`config.mk`:
```
export PLATFORM = sky130hd
export DESIGN_NAME = fifo_sync_snap
export DESIGN_NICKNAME = d
export VERILOG_FILES = /design/src/rtl/fifo_pkg.sv /design/src/rtl/fifo_wrap_ptr.sv /design/src/rtl/fifo_sync_snap.sv
export SDC_FILE = /design/constraint.sdc
export NUM_CORES = 1
export LEC_CHECK = 0
export CORE_MARGIN = 1
export CORE_UTILIZATION = 50
export CTS_BUF_LIST = sky130_fd_sc_hd__clkbuf_2 sky130_fd_sc_hd__clkbuf_4 sky130_fd_sc_hd__clkbuf_8
export CTS_CLUSTER_SIZE = 28
export DETAILED_ROUTE_END_ITERATION = 10
export DONT_BUFFER_PORTS = 1
export GPL_TIMING_DRIVEN = 0
export HOLD_SLACK_MARGIN = 0.06
export PLACE_DENSITY = 0.75
export SLEW_MARGIN = 30
export SYNTH_ARGS = -nofsm -noshare
export SYNTH_HDL_FRONTEND = slang
export SYNTH_SLANG_ARGS = --single-unit
```
`constraint.sdc`:
```
create_clock -name clk_i -period 9 [get_ports clk_i]
set_input_delay 1.8 -clock clk_i [delete_from_list [all_inputs] [get_ports clk_i]]
set_output_delay 1.8 -clock clk_i [all_outputs]
set_load 0.005 [all_outputs]
```
`src/rtl/fifo_pkg.sv`:
```
// fifo_pkg: shared helpers and types for the fifo_sync_snap FIFO.
//   cnt_w(m)    - width of an occupancy counter that can hold 0..m
//   ptr_w(m)    - width of a pointer that addresses entries 0..m-1
//   fifo_stat_t - bundle of the FIFO occupancy and error flags
package fifo_pkg;

    function automatic int cnt_w(input int m);
        return $clog2(m + 1);
    endfunction

    function automatic int ptr_w(input int m);
        return (m > 1) ? $clog2(m) : 1;
    endfunction

    typedef struct packed {
        logic full;
        logic empty;
        logic afull;
        logic aempty;
        logic ovf;
        logic udf;
    } fifo_stat_t;

endpackage

```
`src/rtl/fifo_wrap_ptr.sv`:
```
// fifo_wrap_ptr: modulo-M pointer with increment enable and synchronous clear.
// Ports:
//   clk_i  - clock
//   rst_i  - asynchronous active-high reset (pointer -> 0)
//   clr_i  - synchronous clear (pointer -> 0), wins over inc_i
//   inc_i  - advance by one, wrapping from M-1 to 0
//   ptr_o  - current pointer value
module fifo_wrap_ptr
    import fifo_pkg::*;
#(
    parameter int M = 16
) (
    input  logic                clk_i,
    input  logic                rst_i,
    input  logic                clr_i,
    input  logic                inc_i,
    output logic [ptr_w(M)-1:0] ptr_o
);

    localparam int              PW   = ptr_w(M);
    localparam logic [PW-1:0]   LAST = PW'(M - 1);

    logic [PW-1:0] ptr_q, ptr_d;

    always_comb begin
        ptr_d = ptr_q;
        if (clr_i) begin
            ptr_d = '0;
        end else if (inc_i) begin
            // Explicit wrap so non-power-of-two depths work.
            ptr_d = (ptr_q == LAST) ? '0 : ptr_q + 1'b1;
        end
    end

    always_ff @(posedge clk_i or posedge rst_i) begin
        if (rst_i) begin
            ptr_q <= '0;
        end else begin
            ptr_q <= ptr_d;
        end
    end

    assign ptr_o = ptr_q;

endmodule

```
`src/rtl/fifo_sync_snap.sv`:
```
// fifo_sync_snap: single-clock first-word-fall-through FIFO with occupancy
// flags, sticky overflow/underflow, and an optional snapshot window.
// Optional feature macro: FIFO_SYNC_SNAP_WIN_EN adds win_o / win_vld_o.
// Ports:
//   clk_i, rst_i (async, active-high), clr_i (synchronous flush)
//   wr_en_i / wr_data_i  - push request and data
//   rd_en_i / rd_data_o  - pop request and oldest entry (0 when empty)
//   full_o, empty_o, afull_o (count>=AF_LVL), aempty_o (count<=AE_LVL)
//   count_o              - occupancy 0..M
//   ovf_o, udf_o         - sticky overflow / underflow until clr_i or rst_i
//   win_o, win_vld_o     - entry k (oldest first) at win_o[k*N +: N]; valid
//                          bit set for k < count_o, invalid slots read 0
module fifo_sync_snap
    import fifo_pkg::*;
#(
    parameter int N      = 32,
    parameter int M      = 16,
    parameter int AF_LVL = M - 2,
    parameter int AE_LVL = 2
) (
    input  logic                clk_i,
    input  logic                rst_i,
    input  logic                clr_i,
    input  logic                wr_en_i,
    input  logic [N-1:0]        wr_data_i,
    input  logic                rd_en_i,
    output logic [N-1:0]        rd_data_o,
    output logic                full_o,
    output logic                empty_o,
    output logic                afull_o,
    output logic                aempty_o,
    output logic [cnt_w(M)-1:0] count_o,
    output logic                ovf_o,
    output logic                udf_o
`ifdef FIFO_SYNC_SNAP_WIN_EN
    ,
    output logic [M*N-1:0]      win_o,
    output logic [M-1:0]        win_vld_o
`endif
);

    localparam int            CW     = cnt_w(M);
    localparam int            PW     = ptr_w(M);
    localparam logic [CW-1:0] FULL_C = CW'(M);
    localparam logic [CW-1:0] AF_C   = CW'(AF_LVL);
    localparam logic [CW-1:0] AE_C   = CW'(AE_LVL);

    // Storage is deliberately not reset; validity comes from count_q.
    logic [N-1:0]  mem_q [M];
    logic [PW-1:0] rptr, wptr;
    logic [CW-1:0] count_q, count_d;
    logic          ovf_q, ovf_d, udf_q, udf_d;
    logic          push_acc, pop_acc;
    fifo_stat_t    stat;

    always_comb begin
        stat.full   = (count_q == FULL_C);
        stat.empty  = (count_q == '0);
        stat.afull  = (count_q >= AF_C);
        stat.aempty = (count_q <= AE_C);
        stat.ovf    = ovf_q;
        stat.udf    = udf_q;
    end

    // A full FIFO still accepts a push when a pop frees a slot the same cycle.
    // A flush overrides both requests.
    assign pop_acc  = rd_en_i & ~stat.empty & ~clr_i;
    assign push_acc = wr_en_i & (~stat.full | pop_acc) & ~clr_i;

    always_comb begin
        count_d = count_q;
        ovf_d   = ovf_q | (wr_en_i & stat.full & ~pop_acc);
        udf_d   = udf_q | (rd_en_i & stat.empty);
        if (clr_i) begin
            count_d = '0;
            ovf_d   = 1'b0;
            udf_d   = 1'b0;
        end else if (push_acc && !pop_acc) begin
            count_d = count_q + 1'b1;
        end else if (pop_acc && !push_acc) begin
            count_d = count_q - 1'b1;
        end
    end

    always_ff @(posedge clk_i or posedge rst_i) begin
        if (rst_i) begin
            count_q <= '0;
            ovf_q   <= 1'b0;
            udf_q   <= 1'b0;
        end else begin
            count_q <= count_d;
            ovf_q   <= ovf_d;
            udf_q   <= udf_d;
        end
    end

    always_ff @(posedge clk_i) begin
        if (push_acc) begin
            mem_q[wptr] <= wr_data_i;
        end
    end

    fifo_wrap_ptr #(.M(M)) u_rd_ptr (
        .clk_i (clk_i),
        .rst_i (rst_i),
        .clr_i (clr_i),
        .inc_i (pop_acc),
        .ptr_o (rptr)
    );

    fifo_wrap_ptr #(.M(M)) u_wr_ptr (
        .clk_i (clk_i),
        .rst_i (rst_i),
        .clr_i (clr_i),
        .inc_i (push_acc),
        .ptr_o (wptr)
    );

    // Empty forces zero so stale storage never leaks out (also on reset).
    assign rd_data_o = stat.empty ? '0 : mem_q[rptr];
    assign full_o    = stat.full;
    assign empty_o   = stat.empty;
    assign afull_o   = stat.afull;
    assign aempty_o  = stat.aempty;
    assign ovf_o     = stat.ovf;
    assign udf_o     = stat.udf;
    assign count_o   = count_q;

`ifdef FIFO_SYNC_SNAP_WIN_EN
    localparam logic [PW:0] M_P = (PW + 1)'(M);

    logic [PW:0] widx;

    // Rotate storage so slot k shows the entry k places behind the read
    // pointer. rptr + k < 2*M, so a single conditional subtract is the modulo.
    always_comb begin
        win_o     = '0;
        win_vld_o = '0;
        widx      = '0;
        for (int k = 0; k < M; k++) begin
            widx = {1'b0, rptr} + (PW + 1)'(k);
            if (widx >= M_P) begin
                widx = widx - M_P;
            end
            if (CW'(k) < count_q) begin
                win_vld_o[k]     = 1'b1;
                win_o[k*N +: N]  = mem_q[widx[PW-1:0]];
            end
        end
    end
`endif

endmodule

```
Yosys cells after proc, flatten, opt, wreduce, memory -nomap -nowiden
Memory sizes are Yosys's and may differ from the RTL's.
Cells that the tools add are included.
Operators by class
  $add $sub $neg: 4
  $lt $le $gt $ge: 2
  equal/unequal tests: 3
  muxes and demuxes: 14
  bitwise logic cells: 14
  reduce and logical (&&, ||, !) cells: 8
Operators by type and width (count)
  32-bit two-way mux: 1
  4-bit two-way mux: 6
  5-bit two-way mux: 3
  4-bit by 1-bit adder with 4-bit output, second input constant: 2
  4-bit equality test, second input constant: 2
  1-bit bitwise AND: 7
  5-bit by 1-bit adder with 5-bit output, second input constant: 1
  5-bit equality test, second input constant: 1
  5-bit by 4-bit >= comparator with 1-bit output, second input constant: 1
  5-bit by 2-bit less-or-equal comparator with 1-bit output, second input constant: 1
  5-bit logical NOT: 1
  5-bit by 1-bit subtractor with 5-bit output, second input constant: 1
  1-bit two-way mux: 4
  1-bit inverter: 4
  2-bit nonzero test: 2
  1-bit OR: 3
  3-bit nonzero test: 1
  1-bit logical AND: 2
  1-bit logical NOT: 2
Word-level totals
  bits in registers: 15
  bits in writable memories: 512
  memories: 1
Memories
  mem_q: words 16, bits a word 32, rd ports 1, clocked after memory_dff 0, wr ports 1, RTL line fifo_sync_snap.sv:49  | logic [N-1:0] mem_q [M];

Depth between registers and ports, before layout
Gate-level depths: netlist of run 1.
  word-level depth: 12
  mapped depth: 9

Hierarchy
From an unflattened synthesis of run 1, not the netlist that was laid out.
Second synthesis, totals
  cell total of the unflattened synthesis: 951
  area total of the unflattened synthesis: 20488.4 µm²
By module, submodules not included
  fifo_sync_snap: instances 1, cells each 909, area an instance 20085.5 µm², sequential area each 15549.9 µm²
  fifo_wrap_ptr: instances 2, cells each 21, area an instance 201.4 µm², sequential area each 100.1 µm²

Least setup slack after synthesis of run 1
No wires, ideal clock.
  path kind: input to register
  from: input port clr_i
  to: memory mem_q[3][0] (enable)
  setup time: 0.461 ns
  arrival time: 4.499 ns
  path slack: 4.040 ns
  stages on the path: 4
  path buffers: 0
  path through: nand2b_1 a21oi_1 nand2_1 nor3_1
Between the ends
  cells in the longest elaborated chain, start to end: 7
RTL lines
  from (decl): RTL line fifo_sync_snap.sv:23  | input logic clr_i,
  1-bit inverter (*): RTL line fifo_sync_snap.sv:67, fifo_sync_snap.sv:68
  1-bit bitwise AND: RTL line fifo_sync_snap.sv:67  | assign pop_acc = rd_en_i & ~stat.empty & ~clr_i;
  1-bit OR: RTL line fifo_sync_snap.sv:68  | assign push_acc = wr_en_i & (~stat.full | pop_acc) & ~clr_i;
  1-bit bitwise AND: RTL line fifo_sync_snap.sv:68
  1-bit bitwise AND (*): RTL line fifo_sync_snap.sv:68
  1-bit two-way mux (*): RTL line fifo_sync_snap.sv:98  | if (push_acc) begin
  1-bit two-way mux (not written as such) (*): RTL line fifo_sync_snap.sv:99  | mem_q[wptr] <= wr_data_i;
  to (decl): RTL line fifo_sync_snap.sv:49
Mark *: on every way between the ends. The rest lies on a longest branch, timed or not.

Final worst setup path of run 1
  from: register u_rd_ptr.ptr_q[0] (netlist: u_rd_ptr.ptr_o[0])
  to: output port rd_data_o[16]
Between the ends
  cells in the longest elaborated chain, start to end: 2
RTL lines
  from (decl): RTL line fifo_wrap_ptr.sv:23  | logic [PW-1:0] ptr_q, ptr_d;
  from (signal assigned): RTL line fifo_wrap_ptr.sv:39  | ptr_q <= ptr_d;
  memory read 16 x 32 bit
  32-bit two-way mux: RTL line fifo_sync_snap.sv:120  | assign rd_data_o = stat.empty ? '0 : mem_q[rptr];
  to (decl): RTL line fifo_sync_snap.sv:27  | output logic [N-1:0] rd_data_o,
No other way between the ends.

==> results of run 1 <==
-- synth_stat cells, drive strengths merged --
master   instances  share of area (%)
xor2             3               0.13
nor2b            3              0.092
or3              1              0.031
a211o            2              0.086
a221o           32                1.6
o2111ai          1              0.043
nor2            56                1.1
o21ai            4              0.098
a21boi           1              0.037
nand2b           9               0.28
a21oi            6               0.15
xnor2            1              0.043
or4b             1              0.049
clkbuf          12               0.22
buf             37                1.2
or4              2              0.073
mux4           128                 14
nor4             1              0.031
a21o             3               0.11
edfxtp         512                 75
inv              5              0.092
nand2           11               0.20
o21a             1              0.037
ha               9               0.55
nand3            3              0.073
a31oi            2              0.061
nor3             4              0.098
mux2i           37                1.9
a2bb2oi          1              0.073
o211ai           3               0.11
a2111oi          1              0.043
mux2             2               0.11
fa               1              0.098
a311o            1              0.049
nor3b            1              0.061
a211oi           1              0.037
o22a             1              0.043
dfrtp           15                1.8
-- worst max-delay path by stage --
stage                     cells after the start         startpoint       endpoint  slack, ns
final                                         6  u_rd_ptr.ptr_o[0]  rd_data_o[16]       3.98
after global routing                          6  u_rd_ptr.ptr_o[0]  rd_data_o[11]       3.84
after CTS                                     6  u_rd_ptr.ptr_o[0]  rd_data_o[16]       3.96
after detailed placement                      6  u_rd_ptr.ptr_o[0]  rd_data_o[16]       4.67
after global placement                        4              clr_i   mem_q[1][10]       1.59
after floorplan                               4              clr_i    mem_q[3][0]       4.04
-- power by group --
| group | internal, W | total, W | leakage (nW) | switching [W] |
|---|---|---|---|---|
| registers | 0.00273 | 0.00276 | 4.81 | 0.0000292 |
| logic | 0.000552 | 0.00121 | 1.83 | 0.000659 |
| clock network | 0.00104 | 0.00193 | 0.837 | 0.000891 |
| total | 0.00432 | 0.00590 | 7.48 | 0.00158 |
-- stage by stage --
stage | cell area, um2 | util (%)
after floorplan | 20460 | -
after global placement | 21120 | 52.79
after detailed placement | 21940 | 54.85
after CTS | 23530 | 58.81
after global routing | 23530 | 58.81
final | 23530 | 58.81
-- registers in the layout (all words and copies together) (netlist names) --
name	cells
udf_o	1
count_o	5
u_rd_ptr.ptr_o	4
u_wr_ptr.ptr_o	4
ovf_o	1
mem_q	512
-- logic make-up (layout without fill, tap and decap cells) --
kind of cell	after synthesis	count (layout)	synth area share (%)
simple gates	92	92	2.103
xor+xnor	4	4	0.1712
compound gates	60	60	2.538
flops	527	527	76.97
mux	167	167	16.07
buf+inv	54	244	1.498
fa+ha+maj	10	10	0.6482
-- worst reg2reg max path, stage by stage (launching register included) --
cell	delay [ns]
dfrtp_1	0.41
buf_2	0.23
nor2b_1	0.18
a21oi_1	0.35
nand2_1	0.33
nor3_2	0.54
buf_4	0.29
buf_4	0.21
buf_4	0.20
-- final cells by class --
class / instances / area (um2)
Multi-Input combinational cell: 333 / 4516
Clock buffer: 115 / 1408
Clock inverter: 31 / 176.4
Inverter: 5 / 18.77
Buffer: 49 / 287.8
Tap cell: 525 / 656.9
Timing Repair Buffer: 44 / 714.4
Fill cell: 2809 / 16480
Sequential cell: 527 / 15750
-- metal layers --
layer / part of all wire (%) / routed length, um / track usage, %
met2: 51 / 22170 / 36.07
met3: 7.4 / 3217 / 5.198
met4: 2.7 / 1177 / 8.502
met1: 39 / 16980 / 27.90
met5: 0 / 0 / 0
==> run metrics, run 1 <==
status=finished clean; TritonCTS clock tree=yes; cell area after synthesis=20460 um2; Clock Skew=0.01974 ns; first-pass GRT wire length=roughly 65 mm; part of the Yosys area used for sequential elements=76.97%; maximum VDD drop=146.2 uV; core area=40010 um2; RSZ-0062 raised after global routing=no; setup slack at placement=4.667 ns; Initial Util=51.15%; Final Setup Violations=0; final setup margin=3.984 ns; Syn Nets=about 960; Setup Crit Path Kind=reg -> out; Slew @ Worst Pin=approximately 0.95 ns; final wirelength=43.55 mm; FP Rows=73; max incr delay on CP=0.60 ns; antenna viol nets, final=0; most frequent cells in the layout=edfxtp_1 (512), mux4_2 (128), clkbuf_8 (87); commonest non-fill, non-tap cell in the layout=edfxtp_1; Hold Path Sink=ovf_o; Via density=5.980; total number of vias=approximately 9700; pin count of the biggest net entering global routing=17; worst path bufs/invs=3; R2R Path Start=count_o[4]; n_diodes=0; root buf cell=clkbuf_8; Leak=about 7.5 nW; IO Pins=80; min Tclk post-route=between 5 and 6 ns; Area Overhead vs Synth=14.98%; Slew Viols, Final=0; critical path capture point type=output pin; FF-to-FF End=mem_q[3][13]; clock latency at the later pin of the worst-skew pair=0.64 ns; FF-to-FF path depth=8; Sum Neg Setup Slack=0 ns; CP cell instances=clkbuf_1 > buf_2 > buf_2 > mux2i_1 > nor2_1 > a221o_1; GRT overflow=0; syn_area_per_cell=~22 um2; DRC viols=0; Max FO, Critical Path=10; Max Clk Rate=199.4 MHz; Top delay family on crit path=buffers and inverters; Tot Pwr=0.005902 W; GRT Resource Usage Total=a little over a fifth; Worst Path Arrival=between 3 and 4 ns; cts bufs inserted=slightly above 80; input/output buffers=0; PostCTS Resize Cnt=0; register bit total from synthesis=approximately 530; CTS Buffer Depth=3; clk slew on worst S/H paths=0.06 ns; total number of yosys warnings=0; Hold WS=around 0.54 ns; # nets final=1090; First-pass DRT Iterations=7; hold path start=ovf_o; Worst R2R Setup Slack=5.96 ns; CP Launch Type=register; vias in the first global route=10430; most used cell, CP=buf_2; dpl hpwl=28.45 mm; initial antenna violation count=0; die width=about 200 um; Cells after Synth=914; CTS H-tree lvls=3; Final Hold Viols=0; routed length per instance=26.73 um; type of the tightest min-delay check=reg -> reg; setup bufs post-CTS=0; worst hold stages=2; share of layout cells above drive strength 1=32.34%; initial drt markers=about 950; Max stage delay cell, worst path=clkbuf_1; required time worst endpoint=approximately 7.2 ns; Finished Layout Cells=1629; DIE HEIGHT=204.3 um; cts hold-fix bufs=0; die area=about 42000 um2; Clock Sink Count=527; max_slew headroom=36.63%; Max Cap Violations=0; GP Congestion=a little under 0.8; pwr dens=250.9 nW/um2; Final period util=between 50% and 60%; Synth cell types=45; dpl cells=1483
Note: power is estimated with default switching activity, not from simulation.
==> run 2, diff against run 1 <==
Settings changed: PLACE_DENSITY 0.75 to 0.78.
Clock period 9 ns to 4.2 ns, I/O delays scaled along.
==> run metrics, run 2 (synthesized netlist as in run 1, its figures left out) <==
# nets final=1088 (was 1090); critical path capture point type=output pin (unchanged); Max stage delay cell, worst path=buf_1 (was clkbuf_1); R2R Path Start=count_o[4] (unchanged); Final period util=96.66%; clk slew on worst S/H paths=0.06 ns (about the same); Worst R2R Setup Slack=1.15 ns (was 5.96 ns); clock latency at the later pin of the worst-skew pair=0.63 ns (was 0.64 ns); most frequent cells in the layout=edfxtp_1 (512), mux4_2 (128), clkbuf_8 (85) (was edfxtp_1 (512), mux4_2 (128), clkbuf_8 (87)); FP Rows=73 (unchanged); Clock Skew=0.02195 ns (was 0.01974 ns); n_diodes=0 (unchanged); max incr delay on CP=0.57 ns (was 0.60 ns); die width=204.3 um (unchanged); CP Launch Type=register (unchanged); required time worst endpoint=3.36 ns (was 7.20 ns); Finished Layout Cells=1624 (was 1629); Worst Path Arrival=3.22 ns (about the same); initial antenna violation count=0 (unchanged); First-pass DRT Iterations=5 (was 7); Area Overhead vs Synth=15.73% (was 14.98%); IO Pins=80 (unchanged); min Tclk post-route=4.060 ns; pwr dens=543.0 nW/um2 (was 250.9 nW/um2); Slew Viols, Final=0 (unchanged); CTS Buffer Depth=3 (unchanged); commonest non-fill, non-tap cell in the layout=edfxtp_1 (unchanged); Initial Util=51.15% (unchanged); GP Congestion=0.8038 (was 0.7817); root buf cell=clkbuf_8 (unchanged); RSZ-0062 raised after global routing=no (unchanged); DIE HEIGHT=204.3 um (unchanged); FF-to-FF path depth=8 (unchanged); FF-to-FF End=mem_q[1][9] (was mem_q[3][13]); GRT overflow=0 (unchanged); routed length per instance=27.05 um (was 26.73 um); number of flip-flops in the largest register=512 (unchanged); cts hold-fix bufs=0 (unchanged); Max Clk Rate=~250 MHz; vias in the first global route=10400 (was 10430); CP cell instances=clkbuf_1 > buf_2 > buf_1 > mux4_2 > mux2i_1 > nor2_1 > a221o_1 (was clkbuf_1 > buf_2 > buf_2 > mux2i_1 > nor2_1 > a221o_1); Final Setup Violations=0 (unchanged); status=finished clean (unchanged); Final Hold Viols=0 (unchanged); GRT Resource Usage Total=21.90% (was 21.77%); die area=41740 um2 (unchanged); pin count of the biggest net entering global routing=18 (was 17); Max Cap Violations=0 (unchanged); TritonCTS clock tree=yes (unchanged); cts bufs inserted=82 (was 83); final wirelength=43.94 mm (was 43.55 mm); Slew @ Worst Pin=0.9626 ns (was 0.9505 ns); dpl cells=1482 (was 1483); input/output buffers=0 (unchanged); dpl hpwl=28.94 mm (was 28.45 mm); Tot Pwr=0.01286 W (was 0.005902 W); Sum Neg Setup Slack=0 ns (unchanged); share of layout cells above drive strength 1=31.48% (was 32.34%); CTS H-tree lvls=3 (unchanged); DRC viols=0 (unchanged); total number of vias=9830 (was 9741); Clock Sink Count=527 (unchanged); Max FO, Critical Path=10 (unchanged); antenna viol nets, final=0 (unchanged); Setup Crit Path Kind=reg -> out (unchanged); Leak=7.522 nW (was 7.484 nW); Biggest register=mem_q (unchanged); initial drt markers=953 (was 945); max_slew headroom=35.83% (was 36.63%); Final Core Density=59.19% (was 58.81%); Hold WS=0.1726 ns (was 0.5379 ns); Via density=6.053 (was 5.980); core area=40010 um2 (unchanged); maximum VDD drop=346.5 uV (was 146.2 uV); first-pass GRT wire length=65.16 mm (was 64.96 mm); type of the tightest min-delay check=in -> async (was reg -> reg)
==> run 2: how the worst max path moves through the flow <==
stage	startpoint	to	slack [ns]	depth (start not counted)
finish	u_rd_ptr.ptr_o[3]	rd_data_o[26]	0.14	7
global route	u_rd_ptr.ptr_o[3]	rd_data_o[26]	0.00004	7
CTS	u_rd_ptr.ptr_o[3]	rd_data_o[17]	0.05	7
detailed placement	u_rd_ptr.ptr_o[3]	rd_data_o[16]	0.75	7
global placement	clr_i	mem_q[3][10]	-2.30	4
floorplan	clr_i	mem_q[3][0]	0.20	4
==> run 2: worst max-delay path: cells and delay by family (launching register included) <==
family / cells / cell delay [ns]
compound gates: 1 / 0.29
buf+inv: 3 / 1.26
flops: 1 / 0.33
mux: 2 / 0.60
simple gates: 1 / 0.10
==> run 2: power by group <==
| part | leakage, nW | switching (W) | internal, W |
|---|---|---|---|
| registers | 4.81 | 0.0000677 | 0.00585 |
| logic | 1.86 | 0.00145 | 0.00119 |
| clock network | 0.844 | 0.00187 | 0.00243 |
==> run 2: metal layers <==
metal  vias up  track usage [%]  wire length [um]
li1       4125                -                 -
met1      5141            27.65             16730
met2       481            36.33             22470
met3        83            6.107              3578
met4         0            7.916              1156
met5         -                0                 0
==> run 2: metrics by stage <==
| stage | worst slack [ns] | cell area, um2 |
|---|---|---|
| floorplan | 0.1999 | 20460 |
| global placement | -2.297 | 21120 |
| detailed placement | 0.7457 | 22040 |
| CTS | 0.05069 | 23670 |
| global route | 0.00004419 | 23680 |
| finish | 0.1403 | 23680 |
==> run 2: area by class of cell <==
cell class	count	area, um2
buffer	49	289.0
sequential	527	15750
timing repair buffer	43	809.5
fill	2749	16330
tap	525	656.9
clock buffer	107	1335
multi-input combinational	333	4522
inverter	5	18.77
clock inverter	35	299.0
==> run 2: what timing repair did <==
item | 4_1_cts | 5_1_grt
hold endpoints to repair | 0 | 0
setup endpoints to repair | 0 | 2
resized for setup | 0 | 2
buffers inserted | 0 | 0
